$ cat src/rtl/sram_arbiter.sv
// Two-requester arbiter (fetch + load/store) onto one shared SRAM-like port.
// Holds an accepted-but-not-yet-granted owner and tracks response order.
module sram_arbiter #(
   parameter int DEPTH = 4
) (
   input  logic        clk,
   input  logic        resetn,
   input  logic        inst_req,
   input  logic [31:0] inst_addr,
   output logic        inst_addr_ok,
   output logic        inst_data_ok,
   output logic [31:0] inst_rdata,
   input  logic        data_req,
   input  logic        data_wr,
   input  logic [1:0]  data_size,
   input  logic [3:0]  data_wstrb,
   input  logic [31:0] data_addr,
   input  logic [31:0] data_wdata,
   output logic        data_addr_ok,
   output logic        data_data_ok,
   output logic [31:0] data_rdata,
   output logic        mem_req,
   output logic        mem_wr,
   output logic [1:0]  mem_size,
   output logic [3:0]  mem_wstrb,
   output logic [31:0] mem_addr,
   output logic [31:0] mem_wdata,
   input  logic        mem_addr_ok,
   input  logic        mem_data_ok,
   input  logic [31:0] mem_rdata,
   output logic        proto_err
);

   localparam int PW = $clog2(DEPTH);
   localparam int CW = $clog2(DEPTH + 1);
   localparam logic [CW-1:0] FULL = CW'(DEPTH);

   typedef enum logic [1:0] {IDLE, HOLD_I, HOLD_D} state_t;

   state_t          state;
   state_t          state_nx;
   logic            owner_d;
   logic            full;
   logic            accept;
   logic            pop;
   logic            head_d;
   logic [CW-1:0]   count;
   logic [PW-1:0]   wr_ptr;
   logic [PW-1:0]   rd_ptr;
   logic [DEPTH-1:0] order;

   assign full = (count == FULL);

   // Owner selection, shared-port request and next state.
   always_comb begin
      state_nx = state;
      owner_d  = 1'b0;
      mem_req  = 1'b0;
      unique case (state)
         IDLE: begin
            if (!full) begin
               if (data_req) begin
                  owner_d = 1'b1;
                  mem_req = 1'b1;
               end else if (inst_req) begin
                  mem_req = 1'b1;
               end
            end
            if (mem_req && !mem_addr_ok)
               state_nx = owner_d ? HOLD_D : HOLD_I;
         end
         HOLD_I: begin
            mem_req = 1'b1;
            if (mem_addr_ok) state_nx = IDLE;
         end
         HOLD_D: begin
            owner_d = 1'b1;
            mem_req = 1'b1;
            if (mem_addr_ok) state_nx = IDLE;
         end
         default: state_nx = IDLE;
      endcase
   end

   assign mem_wr    = owner_d & data_wr;
   assign mem_size  = owner_d ? data_size  : 2'd2;
   assign mem_wstrb = owner_d ? data_wstrb : 4'd0;
   assign mem_addr  = owner_d ? data_addr  : inst_addr;
   assign mem_wdata = owner_d ? data_wdata : 32'd0;

   assign accept       = mem_req & mem_addr_ok;
   assign inst_addr_ok = accept & ~owner_d;
   assign data_addr_ok = accept & owner_d;

   assign pop          = mem_data_ok & (count != '0);
   assign head_d       = order[rd_ptr];
   assign inst_data_ok = pop & ~head_d;
   assign data_data_ok = pop & head_d;
   assign inst_rdata   = mem_rdata;
   assign data_rdata   = mem_rdata;

   // Arbitration state register.
   always_ff @(posedge clk or negedge resetn) begin
      if (!resetn) state <= IDLE;
      else         state <= state_nx;
   end

   // Response-order FIFO: one owner bit per accepted request.
   always_ff @(posedge clk or negedge resetn) begin
      if (!resetn) begin
         order  <= '0;
         wr_ptr <= '0;
         rd_ptr <= '0;
      end else begin
         if (accept) begin
            order[wr_ptr] <= owner_d;
            wr_ptr        <= wr_ptr + PW'(1);
         end
         if (pop) rd_ptr <= rd_ptr + PW'(1);
      end
   end

   // Outstanding count; simultaneous push and pop cancel.
   always_ff @(posedge clk or negedge resetn) begin
      if (!resetn) begin
         count <= '0;
      end else begin
         unique case ({accept, pop})
            2'b10:   count <= count + CW'(1);
            2'b01:   count <= count - CW'(1);
            default: count <= count;
         endcase
      end
   end

   // Sticky flag for a response arriving with nothing outstanding.
   always_ff @(posedge clk or negedge resetn) begin
      if (!resetn)                          proto_err <= 1'b0;
      else if (mem_data_ok && count == '0)  proto_err <= 1'b1;
   end

endmodule

$ cat config.mk
export PLATFORM = sky130hd
export DESIGN_NAME = sram_arbiter
export DESIGN_NICKNAME = d
export VERILOG_FILES = /design/src/rtl/sram_arbiter.sv
export SDC_FILE = /design/constraint.sdc
export NUM_CORES = 1
export LEC_CHECK = 0
export BUFFER_PORTS_ARGS = -buffer_cell sky130_fd_sc_hd__clkbuf_2
export CAP_MARGIN = 20
export CORE_AREA = 3 3 108 110
export DETAILED_ROUTE_END_ITERATION = 6
export DIE_AREA = 0 0 111 113
export PLACE_DENSITY_LB_ADDON = 0.1
export SETUP_SLACK_MARGIN = 0.1
export SYNTH_ARGS = -nofsm -noshare
export SYNTH_HDL_FRONTEND = slang
export SYNTH_SLANG_ARGS = --single-unit
$ cat constraint.sdc
create_clock -name clk -period 2.9 [get_ports clk]
set_input_delay 0.29 -clock clk [delete_from_list [all_inputs] [get_ports clk]]
set_output_delay 0.29 -clock clk [all_outputs]
set_load 0.05 [all_outputs]
==> impl_results.rst <==
.. list-table::
   :header-rows: 1

   * - Metric
     - Value
   * - Setup-violating endpoint count in the final report
     - 0
   * - Number of buffers added by the clock tree synthesis step
     - 3
   * - Synth Cell Area
     - around 2100 um2
   * - Worst setup margin
     - 443.9 ps
   * - Net count of the finished layout
     - a little under 500
   * - Starting utilization of the core area
     - 0.1960
   * - Maximum count of clock buffers along a single path
     - 2
   * - Final-report hold violation count
     - 0
   * - Total wire length after detailed routing
     - around 7600 um
   * - Most common library cell in the layout ignoring fill and taps
     - sky130_fd_sc_hd__clkbuf_2
   * - Largest family of logic cells by synthesized area
     - buffers and inverters
   * - Register bit total from synthesis
     - 14
   * - Logic depth of the worst register-to-register path
     - 10
   * - Count of vias placed by the detailed router
     - 1,896
   * - Utilization after layout
     - 0.2535
   * - Reg-to-reg slack, setup
     - roughly 530 ps
   * - Area of the die
     - between 10,000 and 15,000 um2
   * - Final critical path time including I/O delays and setup
     - between 2000 and 2500 ps
   * - HP Class
     - primary input to flip-flop
   * - Result of the run
     - finished, final reports clean
   * - Pin count of the biggest net entering global routing
     - 50
   * - Share of the clock period used by the worst path
     - 0.8469
   * - Detail-routed net length per standard cell
     - 15.95 um
   * - Overall die width
     - about 110 um
   * - Relative contribution of sequential cells to total power
     - 0.092
   * - Global-route wire length before repair
     - between 10,000 and 15,000 um
   * - Overall overflow remaining after global route
     - 0
   * - N_diodes
     - 0
   * - Deepest level of the CTS H-tree
     - 1
   * - Part of the total power dissipated in the clock network
     - 0.037
   * - Adder-Cell Fraction of Synth Area
     - 0.05677
   * - Number of max-cap violations
     - 0
   * - Largest voltage drop on the vdd net
     - roughly 0.42 mV
   * - Share of post-route cells with drive strength above 1
     - 0.6903
   * - RSZ-0062 raised after global routing
     - no
   * - Placer's final routability congestion estimate
     - 0.7914
   * - Part of the total power dissipated in combinational logic
     - 0.871
   * - Post-Syn Area per Cell
     - 9.661 um2
   * - Number of antenna violations at the first check in global routing
     - 0
   * - Endpoint class of the critical path
     - output pin
   * - Xor and xnor area share after synthesis
     - 0.02484
   * - Number of violations reported at the end of detailed-routing iteration 0
     - 47
   * - Clock transition at the registers of the reported paths
     - about 60 ps
   * - Clock tree root driver cell
     - sky130_fd_sc_hd__clkbuf_8
   * - Post-synthesis net count
     - around 370
   * - Worst slew pin tran
     - ~400 ps
   * - Accumulated negative setup slack
     - 0 ps
   * - Internal power
     - between 1000 and 1500 uW
   * - Half-perimeter wire length after placement
     - approximately 6600 um
   * - Sequential cell area fraction in the yosys report
     - 0.1656
   * - WS Path Type
     - flip-flop to output pin
   * - Top-level I/O count
     - 282
   * - Number of distinct library cells after synthesis
     - 32
   * - Mean number of vias per cell
     - 3.958
   * - Most used cells in the layout excluding fill and tap cells
     - 185 x sky130_fd_sc_hd__clkbuf_2, 40 x sky130_fd_sc_hd__nor2b_1, 30 x sky130_fd_sc_hd__mux2_4
   * - Worst-skew pair later-pin latency
     - 240 ps
   * - Maximum fanout along the worst path
     - 49
   * - Worst min-delay path startpoint
     - mem_data_ok
   * - Vias in the first global route
     - 1,955
   * - Switching power
     - between 2000 and 3000 uW
   * - Worst hold slack across all endpoints
     - around 260 ps
   * - Count of port buffers added during placement
     - 185
   * - End point of the worst hold path
     - proto_err
   * - Minimum setup slack after placement
     - between 300 and 400 ps
   * - Capturing point of the worst reg2reg path
     - count[2]
   * - Number of DRC violations after detailed routing
     - 0
   * - Max_slew headroom
     - 0.7282
   * - Synthesized-area fraction occupied by ao, oa, aoi and oai cells
     - 0.06091
   * - Required arrival time at the worst endpoint
     - 2610 ps
   * - Final ANT Viol Nets
     - 0
   * - YS warnings
     - 0
   * - Layout-stage area growth over the synthesis result
     - 29.33%
   * - Area of the core
     - roughly 11,000 um2
   * - Floorplan row count
     - 38
   * - FF-to-FF Start
     - state[1]
   * - Final clock skew
     - 3.632 ps
   * - Number of pins exceeding their max-slew limit in the final report
     - 0
   * - Clock tree from TritonCTS
     - yes
   * - Net switching share of the total power
     - 0.6473
   * - Launching element type of the critical path
     - flip-flop
   * - Multiplexer area fraction after synthesis
     - 0.2395
   * - Simple-gate area share of the yosys netlist
     - 0.1626
   * - Power per cell area
     - 1548 nW/um2
   * - Overall track demand over capacity in global routing
     - 0.1115
   * - Arrival time of the worst setup path
     - between 2000 and 2500 ps
   * - Die boundary height
     - ~110 um
   * - Hold path cells
     - 2
   * - Sinks on the clock net
     - 14
   * - Total power of the final layout
     - around 4200 uW
   * - Leak
     - between 0.0015 and 0.002 uW
   * - Count of TritonRoute iterations in the first routing pass
     - 4
   * - Cell count after synthesis
     - about 220
   * - Max Freq
     - around 410 MHz
## flip-flops by register name, indices dropped and copies added (netlist names)
register	count
state	2
wr_ptr	2
proto_err	1
rd_ptr	2
order	4
count	3
## through the flow
step / std cells / area (um2)
finish: 479 / 2736
global route: 479 / 2736
floorplan: 219 / 2116
global placement: 472 / 2660
CTS: 476 / 2711
detailed placement: 472 / 2660
## cell families after synthesis
family	Yosys count
muxes	34
DFF	14
AOI/OAI and AO/OA	18
adders and majority gates	9
buffers and inverters	81
and+or+nand+nor	57
xor gates and xnor gates	6
## final cells by class
cell class	count	area (um2)
fillers	1219	8056
multi-input cells	125	1169
well taps	140	175.2
clock buffers	3	41.29
repair buffers	189	970.9
flip-flops and latches	14	350.3
inverters	8	30.03
## layer usage
layer	track usage	wire length [um]
met3	0.04759	755
met1	0.1306	2841
met5	0	0
met4	0.01478	40
met2	0.1954	4001
## power by group through the flow
| stage | Combinational [uW] | Clock [uW] | Sequential (uW) |
|---|---|---|---|
| 3_5_place_dp | 3680 | 0 | 394 |
| 5_1_grt | 3920 | 173 | 405 |
| 2_1_floorplan | 3320 | 0 | 376 |
| 6_report | 3690 | 158 | 390 |
| 4_1_cts | 3700 | 163 | 391 |
| 3_3_place_gp | 3690 | 0 | 394 |
## cell usage after synthesis (all sizes together)
| library cell | number | area share |
|---|---|---|
| a21o | 1 | 0.0035 |
| a21oi | 6 | 0.021 |
| a31oi | 4 | 0.012 |
| and2 | 1 | 0.0030 |
| and3 | 1 | 0.0030 |
| buf | 73 | 0.28 |
| dfrtp | 14 | 0.17 |
| fa | 1 | 0.0095 |
| ha | 8 | 0.047 |
| inv | 8 | 0.014 |
| mux2 | 33 | 0.23 |
| mux4 | 1 | 0.011 |
| nand2 | 5 | 0.0089 |
| nand2b | 1 | 0.0030 |
| nor2 | 4 | 0.0071 |
| nor2b | 40 | 0.12 |
| nor3 | 2 | 0.0047 |
| nor3b | 1 | 0.0089 |
| nor4 | 1 | 0.0030 |
| o21ai | 2 | 0.0047 |
| o21ba | 1 | 0.0047 |
| o21bai | 1 | 0.0053 |
| o22ai | 2 | 0.0059 |
| o31ai | 1 | 0.0035 |
| or2 | 1 | 0.0030 |
| xnor2 | 4 | 0.017 |
| xor2 | 2 | 0.0083 |
## timing repair
action | in CTS | in global routing
gates resized for setup | 0 | 0
hold buffers | 1 | 0
endpoints found under the setup margin | 0 | 19
hold endpoints to repair | 14 | 0
buffers inserted | 0 | 2
## worst max path at each step
stage                   from     endpoint  slack, ps  depth (start not counted)
detailed placement  count[1]  mem_addr[5]        400                          5
global placement    count[1]  mem_addr[5]        400                          5
CTS                 count[1]  mem_addr[5]        120                          5
global route        state[0]  mem_addr[2]        290                          7
finish              count[1]  mem_addr[2]        440                          5
floorplan           state[0]  mem_size[0]        680                          7
## worst max-delay path: stages, from the launching register on
cell and delay (ps):
sky130_fd_sc_hd__dfrtp_1 430, sky130_fd_sc_hd__nor3b_4 410, sky130_fd_sc_hd__o21ba_4 220, sky130_fd_sc_hd__buf_12 260, sky130_fd_sc_hd__mux2_4 330, sky130_fd_sc_hd__clkbuf_2 250
No activity file was read; power rests on OpenSTA's default activity.
